### src/rtl/mem_arbiter_if.sv
`timescale 1ns/1ps
// Bus bundle joining the fetch and load/store requesters, the arbiter and
// the single shared RAM port.
interface mem_arbiter_if;
  logic        if_req;
  logic [63:0] if_addr;
  logic [31:0] if_rdata;
  logic        if_valid;
  logic        mem_req;
  logic        mem_we;
  logic [63:0] mem_addr;
  logic [63:0] mem_wdata;
  logic [63:0] mem_rdata;
  logic        mem_valid;
  logic        ram_en;
  logic        ram_we;
  logic [9:0]  ram_addr;
  logic [63:0] ram_wdata;
  logic [63:0] ram_rdata;
  logic        stall_if;
  logic        stall_mem;

  // Arbiter side: takes requests and RAM read data, drives everything else.
  modport slave (
    input  if_req, if_addr, mem_req, mem_we, mem_addr, mem_wdata, ram_rdata,
    output if_rdata, if_valid, mem_rdata, mem_valid,
           ram_en, ram_we, ram_addr, ram_wdata, stall_if, stall_mem
  );

  // Requester / RAM-model side.
  modport master (
    output if_req, if_addr, mem_req, mem_we, mem_addr, mem_wdata, ram_rdata,
    input  if_rdata, if_valid, mem_rdata, mem_valid,
           ram_en, ram_we, ram_addr, ram_wdata, stall_if, stall_mem
  );
endinterface

### src/rtl/mem_arbiter.sv
`timescale 1ns/1ps
// Two-requester arbiter in front of a single-ported RAM. Load/store (MEM)
// normally wins over instruction fetch (IF); after STARVE_MAX consecutive MEM
// wins with IF waiting, IF is forced through. Each access occupies the RAM
// port for LATENCY cycles followed by one IDLE cycle carrying the valid pulse.
module mem_arbiter #(
  parameter int unsigned LATENCY    = 2,
  parameter int unsigned STARVE_MAX = 3
) (
  input logic          clk,
  input logic          reset,
  mem_arbiter_if.slave bus
);

  localparam int unsigned   SW         = (STARVE_MAX < 1) ? 1 : $clog2(STARVE_MAX + 1);
  localparam logic [2:0]    BUSY_INIT  = 3'(LATENCY - 1);
  localparam logic [SW-1:0] STARVE_LIM = SW'(STARVE_MAX);

  typedef enum logic [1:0] {
    S_IDLE     = 2'd0,
    S_BUSY_IF  = 2'd1,
    S_BUSY_MEM = 2'd2
  } state_e;

  state_e        state_q, state_d;
  logic [SW-1:0] starve_cnt_q, starve_cnt_d;
  logic [2:0]    busy_cnt_q, busy_cnt_d;
  logic          ram_en_q, ram_en_d;
  logic          ram_we_q, ram_we_d;
  logic [9:0]    ram_addr_q, ram_addr_d;
  logic [63:0]   ram_wdata_q, ram_wdata_d;
  logic [31:0]   if_rdata_q, if_rdata_d;
  logic [63:0]   mem_rdata_q, mem_rdata_d;
  logic          if_valid_q, if_valid_d;
  logic          mem_valid_q, mem_valid_d;

  logic          grant_mem_s;
  logic          grant_if_s;
  logic          unused_addr_bits;

  // MEM wins any contest except when IF has already been passed over
  // STARVE_MAX times in a row.
  assign grant_mem_s = bus.mem_req & (~bus.if_req | (starve_cnt_q != STARVE_LIM));
  assign grant_if_s  = bus.if_req & ~grant_mem_s;

  // Only the low 10 address bits reach the RAM.
  assign unused_addr_bits = ^{bus.if_addr[63:10], bus.mem_addr[63:10]};

  assign bus.ram_en    = ram_en_q;
  assign bus.ram_we    = ram_we_q;
  assign bus.ram_addr  = ram_addr_q;
  assign bus.ram_wdata = ram_wdata_q;
  assign bus.if_rdata  = if_rdata_q;
  assign bus.mem_rdata = mem_rdata_q;
  assign bus.if_valid  = if_valid_q;
  assign bus.mem_valid = mem_valid_q;
  assign bus.stall_if  = bus.if_req & ~if_valid_q;
  assign bus.stall_mem = bus.mem_req & ~mem_valid_q;

  // Next-state logic: grant in IDLE, count down in BUSY, capture on exit.
  always_comb begin
    state_d      = state_q;
    starve_cnt_d = starve_cnt_q;
    busy_cnt_d   = busy_cnt_q;
    ram_en_d     = 1'b0;
    ram_we_d     = ram_we_q;
    ram_addr_d   = ram_addr_q;
    ram_wdata_d  = ram_wdata_q;
    if_rdata_d   = if_rdata_q;
    mem_rdata_d  = mem_rdata_q;
    if_valid_d   = 1'b0;
    mem_valid_d  = 1'b0;
    case (state_q)
      S_IDLE: begin
        if (grant_mem_s) begin
          state_d     = S_BUSY_MEM;
          busy_cnt_d  = BUSY_INIT;
          ram_en_d    = 1'b1;
          ram_we_d    = bus.mem_we;
          ram_addr_d  = bus.mem_addr[9:0];
          ram_wdata_d = bus.mem_wdata;
          if (bus.if_req && (starve_cnt_q != STARVE_LIM)) begin
            starve_cnt_d = starve_cnt_q + SW'(1);
          end else begin
            starve_cnt_d = starve_cnt_q;
          end
        end else if (grant_if_s) begin
          state_d      = S_BUSY_IF;
          busy_cnt_d   = BUSY_INIT;
          ram_en_d     = 1'b1;
          ram_we_d     = 1'b0;
          ram_addr_d   = bus.if_addr[9:0];
          ram_wdata_d  = 64'd0;
          starve_cnt_d = SW'(0);
        end else begin
          state_d = S_IDLE;
        end
      end
      S_BUSY_IF, S_BUSY_MEM: begin
        if (busy_cnt_q == 3'd0) begin
          state_d  = S_IDLE;
          ram_we_d = 1'b0;
          if (state_q == S_BUSY_IF) begin
            if_valid_d = 1'b1;
            if_rdata_d = ram_addr_q[2] ? bus.ram_rdata[63:32] : bus.ram_rdata[31:0];
          end else begin
            mem_valid_d = 1'b1;
            if (!ram_we_q) begin
              mem_rdata_d = bus.ram_rdata;
            end else begin
              mem_rdata_d = mem_rdata_q;
            end
          end
        end else begin
          busy_cnt_d = busy_cnt_q - 3'd1;
        end
      end
      default: begin
        state_d = S_IDLE;
      end
    endcase
  end

  // State and output registers; reset clears everything and aborts any access.
  always_ff @(posedge clk or negedge reset) begin
    if (!reset) begin
      state_q      <= S_IDLE;
      starve_cnt_q <= SW'(0);
      busy_cnt_q   <= 3'd0;
      ram_en_q     <= 1'b0;
      ram_we_q     <= 1'b0;
      ram_addr_q   <= 10'd0;
      ram_wdata_q  <= 64'd0;
      if_rdata_q   <= 32'd0;
      mem_rdata_q  <= 64'd0;
      if_valid_q   <= 1'b0;
      mem_valid_q  <= 1'b0;
    end else begin
      state_q      <= state_d;
      starve_cnt_q <= starve_cnt_d;
      busy_cnt_q   <= busy_cnt_d;
      ram_en_q     <= ram_en_d;
      ram_we_q     <= ram_we_d;
      ram_addr_q   <= ram_addr_d;
      ram_wdata_q  <= ram_wdata_d;
      if_rdata_q   <= if_rdata_d;
      mem_rdata_q  <= mem_rdata_d;
      if_valid_q   <= if_valid_d;
      mem_valid_q  <= mem_valid_d;
    end
  end

endmodule

### src/flat_wrapper.sv
// flat-port wrapper written by rule: the top's interface ports become plain ports
module mem_arbiter_flat 
#(
  parameter int unsigned LATENCY    = 2,
  parameter int unsigned STARVE_MAX = 3
)
  (clk, reset, bus_if_req, bus_if_addr, bus_mem_req, bus_mem_we, bus_mem_addr, bus_mem_wdata, bus_ram_rdata, bus_if_rdata, bus_if_valid, bus_mem_rdata, bus_mem_valid, bus_ram_en, bus_ram_we, bus_ram_addr, bus_ram_wdata, bus_stall_if, bus_stall_mem);
  mem_arbiter_if bus_i ();
  input logic clk;
  input logic reset;
  input wire logic [$bits(bus_i.if_req)-1:0] bus_if_req;
  input wire logic [$bits(bus_i.if_addr)-1:0] bus_if_addr;
  input wire logic [$bits(bus_i.mem_req)-1:0] bus_mem_req;
  input wire logic [$bits(bus_i.mem_we)-1:0] bus_mem_we;
  input wire logic [$bits(bus_i.mem_addr)-1:0] bus_mem_addr;
  input wire logic [$bits(bus_i.mem_wdata)-1:0] bus_mem_wdata;
  input wire logic [$bits(bus_i.ram_rdata)-1:0] bus_ram_rdata;
  output wire logic [$bits(bus_i.if_rdata)-1:0] bus_if_rdata;
  output wire logic [$bits(bus_i.if_valid)-1:0] bus_if_valid;
  output wire logic [$bits(bus_i.mem_rdata)-1:0] bus_mem_rdata;
  output wire logic [$bits(bus_i.mem_valid)-1:0] bus_mem_valid;
  output wire logic [$bits(bus_i.ram_en)-1:0] bus_ram_en;
  output wire logic [$bits(bus_i.ram_we)-1:0] bus_ram_we;
  output wire logic [$bits(bus_i.ram_addr)-1:0] bus_ram_addr;
  output wire logic [$bits(bus_i.ram_wdata)-1:0] bus_ram_wdata;
  output wire logic [$bits(bus_i.stall_if)-1:0] bus_stall_if;
  output wire logic [$bits(bus_i.stall_mem)-1:0] bus_stall_mem;
  assign bus_i.if_req = bus_if_req;
  assign bus_i.if_addr = bus_if_addr;
  assign bus_i.mem_req = bus_mem_req;
  assign bus_i.mem_we = bus_mem_we;
  assign bus_i.mem_addr = bus_mem_addr;
  assign bus_i.mem_wdata = bus_mem_wdata;
  assign bus_i.ram_rdata = bus_ram_rdata;
  assign bus_if_rdata = bus_i.if_rdata;
  assign bus_if_valid = bus_i.if_valid;
  assign bus_mem_rdata = bus_i.mem_rdata;
  assign bus_mem_valid = bus_i.mem_valid;
  assign bus_ram_en = bus_i.ram_en;
  assign bus_ram_we = bus_i.ram_we;
  assign bus_ram_addr = bus_i.ram_addr;
  assign bus_ram_wdata = bus_i.ram_wdata;
  assign bus_stall_if = bus_i.stall_if;
  assign bus_stall_mem = bus_i.stall_mem;
  mem_arbiter #(.LATENCY(LATENCY), .STARVE_MAX(STARVE_MAX)) u_core (.clk(clk), .reset(reset), .bus(bus_i));
endmodule
### config.mk
export PLATFORM = sky130hd
export DESIGN_NAME = mem_arbiter_flat
export DESIGN_NICKNAME = d
export VERILOG_FILES = /design/src/rtl/mem_arbiter_if.sv /design/src/rtl/mem_arbiter.sv /design/src/flat_wrapper.sv
export SDC_FILE = /design/constraint.sdc
export NUM_CORES = 1
export LEC_CHECK = 0
export CORE_AREA = 2 2 171 173
export CTS_CLUSTER_SIZE = 30
export DETAILED_ROUTE_END_ITERATION = 8
export DIE_AREA = 0 0 173 175
export PLACE_DENSITY = 0.7
export SYNTH_ARGS = -nofsm -noshare
export SYNTH_HDL_FRONTEND = slang
export SYNTH_SLANG_ARGS = --single-unit
### constraint.sdc
create_clock -name clk -period 1.71 [get_ports clk]
set_clock_uncertainty 0.15 [all_clocks]
set_input_delay 0.513 -clock clk [delete_from_list [all_inputs] [get_ports clk]]
set_output_delay 0.513 -clock clk [all_outputs]
set_load 0.005 [all_outputs]
After elaboration in Yosys (flattened, before gate mapping)
Cells that the tools add are included.
Storage, ports and cells
  latch bits: 0
  word-level logic and storage cells: 72
  bits in writable memories: 0
  output and inout bits: 176
  memories kept: 0
  input port bits: 261
  ROM bits: 0
  bits in registers: 181
Cells by class
  add/sub/neg operators: 2
  reduce and logical (&&, ||, !) cells: 12
  div/mod/pow operators: 0
  order comparisons: 0
  multiplexer cells: 29
  bitwise logic cells: 11
  multiply operators: 0
  eq/ne operators: 7
  shift-type cells: 0
Operators with widths (count)
  $mux W64: 2
  $mux W32: 1
  $mux W10: 2
  $mux W1: 13
  $reduce_and A3 Y1: 4
  $mux W2: 5
  $mux W3: 3
  $ne A2 B2 Y1 const B: 3
  $not A1 Y1: 6
  $pmux W3 S2: 1
  $and A1 B1 Y1: 4
  $pmux W2 S2: 1
  $reduce_and A4 Y1: 1
  $reduce_bool A2 Y1: 2
  $logic_not A3 Y1: 1
  $ne A3 B1 Y1 const B: 1
  $sub A3 B1 Y3 const B: 1
  $add A2 B1 Y2 const B: 1
  $eq A2 B1 Y1 const B: 1
  $eq A2 B2 Y1 const B: 1
  $logic_not A2 Y1: 1
  $ne A2 B1 Y1 const B: 1
  $pmux W1 S2: 1
  $reduce_and A2 Y1: 1
  3 further kinds: 3

Logic depth before layout (Yosys ltp)
  depth after elaboration: 8
  gate-level depth with buffers: 7

Least setup slack after synthesis
Ideal clock, no wire load.
  path type: register -> register
  from: register u_core.state_q[0]
  to: register u_core.mem_rdata_q[4], in the netlist u_core.bus.mem_rdata[4]
  library setup time: 0.125 ns
  buffers on the path: 2
  path slack: -0.069 ns
  arrival time: 1.505 ns
  clock period less this slack: 1.779 ns
  cell stages (with the launch flop): 7
  data required time: 1.435 ns
  cell sequence: dfrtp_1 inv_1 ha_1 buf_2 nand3_4 clkbuf_8 mux2_2
Between the ends
  word-level cells in the longest chain between the ends: 3
Ends and longest elaborated chain
  start: declaration: line mem_arbiter.sv:25  | state_e state_q, state_d;
  start signal: assignment: line mem_arbiter.sv:139  | state_q <= state_d;
  $eq A2 B2 Y1 or $eq A2 B1 Y1 (tied branches): line mem_arbiter.sv:73, mem_arbiter.sv:103
  $reduce_or A2 Y1 or $not A1 Y1 (tied branches)
  $reduce_and A4 Y1 (no line) *
  end signal: assignment: line mem_arbiter.sv:147  | mem_rdata_q <= mem_rdata_d;
  end: declaration: line mem_arbiter.sv:33  | logic [63:0] mem_rdata_q, mem_rdata_d;
Mark *: on every way between the ends. The rest lies on a longest branch, timed or not.
A chain may end at the register's enable or synchronous reset.

Worst setup path in the final report
  from: register u_core.busy_cnt_q[0]
  to: register u_core.mem_rdata_q[34], in the netlist u_core.bus.mem_rdata[34]
Between the ends
  word-level cells in the longest chain between the ends: 2
Ends and longest elaborated chain
  start: declaration: line mem_arbiter.sv:27  | logic [2:0] busy_cnt_q, busy_cnt_d;
  start signal: assignment: line mem_arbiter.sv:141  | busy_cnt_q <= busy_cnt_d;
  $logic_not A3 Y1: line mem_arbiter.sv:100  | if (busy_cnt_q == 3'd0) begin
  $reduce_and A4 Y1 (no line)
Every way passes these cells.

==> impl_metrics.env <==
export IMPL_synth_flop_cell="dfrtp_1"
export IMPL_synth_edff_count=0
export IMPL_netlist_area_mm2=0.00719
export IMPL_area_growth_pct=66.5
export IMPL_coreArea_mm2=0.0284
export IMPL_gr_usage_met1=0.178
export IMPL_initialDrtViolationCount=209
export IMPL_yosys_area_top_type="dfrtp_1"
export IMPL_dp_hpwl_um=16100
export IMPL_cp_required_ps=1860
export IMPL_synthArstFlopShare=1.00
export IMPL_path_class="flop to flop"
export IMPL_drt_total_wl_um=23800
export IMPL_cts_buffers=17
export IMPL_diodes=0
export IMPL_worstPathArrival_ps=2030
export IMPL_post_drt_wl_per_cell_um=17.9
export IMPL_yosys_top_cells_count="dfrtp_1, a22o_1, mux2_2"
export IMPL_synthSimpleGateAreaFrac=0.0419
export IMPL_slew_headroom=0.802
export IMPL_grt_use_total=0.150
export IMPL_rsz0062_at_grt="true"
export IMPL_maxCapViolations=0
export IMPL_nets=1203
export IMPL_setup_viol=68
export IMPL_die_h_um=175
export IMPL_violations="negative setup slack"
export IMPL_grt_pass1_vias=6201
export IMPL_synth_area_top_cells="dfrtp_1, mux2_2, a22o_1"
export IMPL_top_usage_layer="met2"
export IMPL_synth_top_family_by_area="multiplexers"
export IMPL_cp_max_fo=8
export IMPL_clock_sinks=181
export IMPL_synthAdderAreaFrac=0.0122
export IMPL_post_route_min_period_ps=1880
export IMPL_start_util=0.253
export IMPL_grt_start_max_net_pins=63
export IMPL_gr_total_overflow=0
export IMPL_status="finished with violations"
export IMPL_hold_viol=0
export IMPL_cts_reportedPaths_clkPinSlew_ps=70
export IMPL_antenna_found_initial=0
export IMPL_htreeDepth=4
export IMPL_ys_warn_count=0
export IMPL_hold_class="flop to flop"
export IMPL_fp_dieW_um=173
export IMPL_crit_path_start_kind="flop"
export IMPL_use_met3=0.0440
export IMPL_ys_ff_latch=181
export IMPL_fmax_mhz=532
export IMPL_use_met2=0.259
export IMPL_post_dp_cell_area_mm2=0.0112
export IMPL_synth_yosys_seq_area_share=0.630
export IMPL_drc=0
export IMPL_setup_ws_ps=-170
export IMPL_finalMaxSlewViolations=0
export IMPL_num_io_pins=437
export IMPL_finalCritPeriodShare=1.10
export IMPL_viasPerCell=4.44
export IMPL_worstSetupEndpointType="flop"
export IMPL_port_buffers=328
export IMPL_worst_pin_slew_ps=296
export IMPL_synthesis_instances=519
export IMPL_muxShareOfSynthArea=0.150
export IMPL_clock_latency_ps=420
export IMPL_ant_nets=0
export IMPL_synth_avg_cell_area_um2=13.9
export IMPL_post_route_cells_drive_above_1_share=0.406
export IMPL_grt_pass1_wl_um=35200
export IMPL_yosysUniqueCellTypes=37
export IMPL_die_area_mm2=0.0303
export IMPL_dr_pass1_iters=4
export IMPL_root_buffer="clkbuf_16"
export IMPL_p_leak_nw=5.91
export IMPL_cts_path_max_buffers=2
export IMPL_placementRows=62
export IMPL_synth_compound_area_frac=0.131
export IMPL_power_per_cell_area_mw_per_mm2=1850
export IMPL_synth_most_common_cell="dfrtp_1"
export IMPL_ir_drop_mv=0.745
export IMPL_setup_tns_ps=-7900
export IMPL_cts_tree="yes"
export IMPL_synth_top_cell_area_share=0.630
export IMPL_synth_fp_nets=787
export IMPL_fin_area_mm2=0.0120
export IMPL_dr_total_vias=5908
export IMPL_synthXorXnorAreaFrac=0
export IMPL_gp_congestion=0.775
-- sequential cells by signal, indices dropped and copies added (netlist names) --
| name | cells |
|---|---|
| u_core.bus.ram_we | 1 |
| u_core.starve_cnt_q | 2 |
| u_core.bus.if_valid | 1 |
| u_core.state_q | 2 |
| u_core.bus.ram_en | 1 |
| u_core.bus.ram_addr | 10 |
| u_core.busy_cnt_q | 3 |
| u_core.bus.mem_valid | 1 |
| u_core.bus.if_rdata | 32 |
| u_core.bus.mem_rdata | 64 |
| u_core.bus.ram_wdata | 64 |
-- worst paths after layout --
| kind | to | slack (ps) | startpoint | cells after the start |
|---|---|---|---|---|
| worst max-delay path | u_core.bus.mem_rdata[34] | -170 | u_core.busy_cnt_q[0] | 7 |
| worst min-delay path | u_core.bus.if_rdata[27] | 330 | u_core.bus.if_rdata[27] | 2 |
| worst max register to register | u_core.bus.mem_rdata[34] | -170 | u_core.busy_cnt_q[0] | 7 |
| worst min register to register | u_core.bus.if_rdata[27] | 330 | u_core.bus.if_rdata[27] | 2 |
| max in group asynchronous | u_core.bus.ram_wdata[17] | 500 | reset | 3 |
| min in group asynchronous | u_core.bus.mem_rdata[40] | 380 | reset | 2 |
-- repair_timing --
item,CTS,global route
gates cloned,4,2
setup buffers,35,25
pin swaps,2,8
resized for setup,582,109
endpoints found under the setup margin,307,179
hold buffers,1,0
hold endpoints to repair,12,0
-- layout make-up --
class	count	area (um^2)
Clock buffer	18	439
Clock inverter	14	220
Fill cell	2734	16400
Inverter	6	22.5
Multi-Input combinational cell	297	2680
Sequential cell	181	4530
Tap cell	384	480
Timing Repair Buffer	432	3600
-- critical path: stages, from the launching register on --
cell and delay, ps:
dfrtp_1 390, inv_2 80, ha_4 130, and2b_2 170, nand3_4 190, buf_12 200
buf_12 140, mux2_4 300
-- logic make-up (layout without fill, tap and decap cells) --
group | after synthesis | after routing
fa+ha+maj | 7 | 7
simple gates | 65 | 65
compound gates | 127 | 127
flops | 181 | 181
mux | 98 | 98
buf+inv | 41 | 470
-- through the flow --
stage / hold WS (ps) / instances / util / setup slack, ps / power, mW
3_5_place_dp: 253 / 1238 / 0.396 / -840 / 18.1
6_report: 327 / 1332 / 0.422 / -170 / 22.1
4_1_cts: 331 / 1310 / 0.421 / -157 / 22.1
2_1_floorplan: 67.4 / 519 / - / -51.9 / 11.7
3_3_place_gp: 252 / 1238 / 0.396 / -854 / 17.9
5_1_grt: 348 / 1332 / 0.422 / -219 / 23.4
-- where the power goes --
part | total [mW] | internal [mW] | switching [mW]
combinational | 10.0 | 5.90 | 4.12
clock | 4.46 | 2.66 | 1.80
sequential | 7.64 | 6.45 | 1.19
total | 22.1 | 15.0 | 7.11
-- cell usage in the layout (no fill, tap or decap), types with 4 or more instances in the layout --
cell / count
dfrtp_1: 180
clkdlybuf4s50_1: 149
buf_2: 100
buf_4: 75
a22o_1: 65
clkbuf_2: 56
nand2_1: 47
mux2_4: 43
mux2i_1: 33
o21ai_0: 33
mux2_2: 22
clkbuf_16: 19
clkdlybuf4s15_1: 17
buf_12: 16
buf_6: 11
a21oi_1: 10
a2bb2oi_1: 10
bufinv_16: 5
inv_6: 5
inv_2: 4
ha_4: 4
-- layer usage --
| layer | part of all wire | vias up | routed length, um |
|---|---|---|---|
| met5 | 0 | - | 0 |
| met4 | 0.020 | 0 | 466 |
| met3 | 0.061 | 28 | 1450 |
| met2 | 0.49 | 259 | 11600 |
| met1 | 0.43 | 2914 | 10200 |
| li1 | - | 2707 | - |
Power figures use the tool's default switching activity.
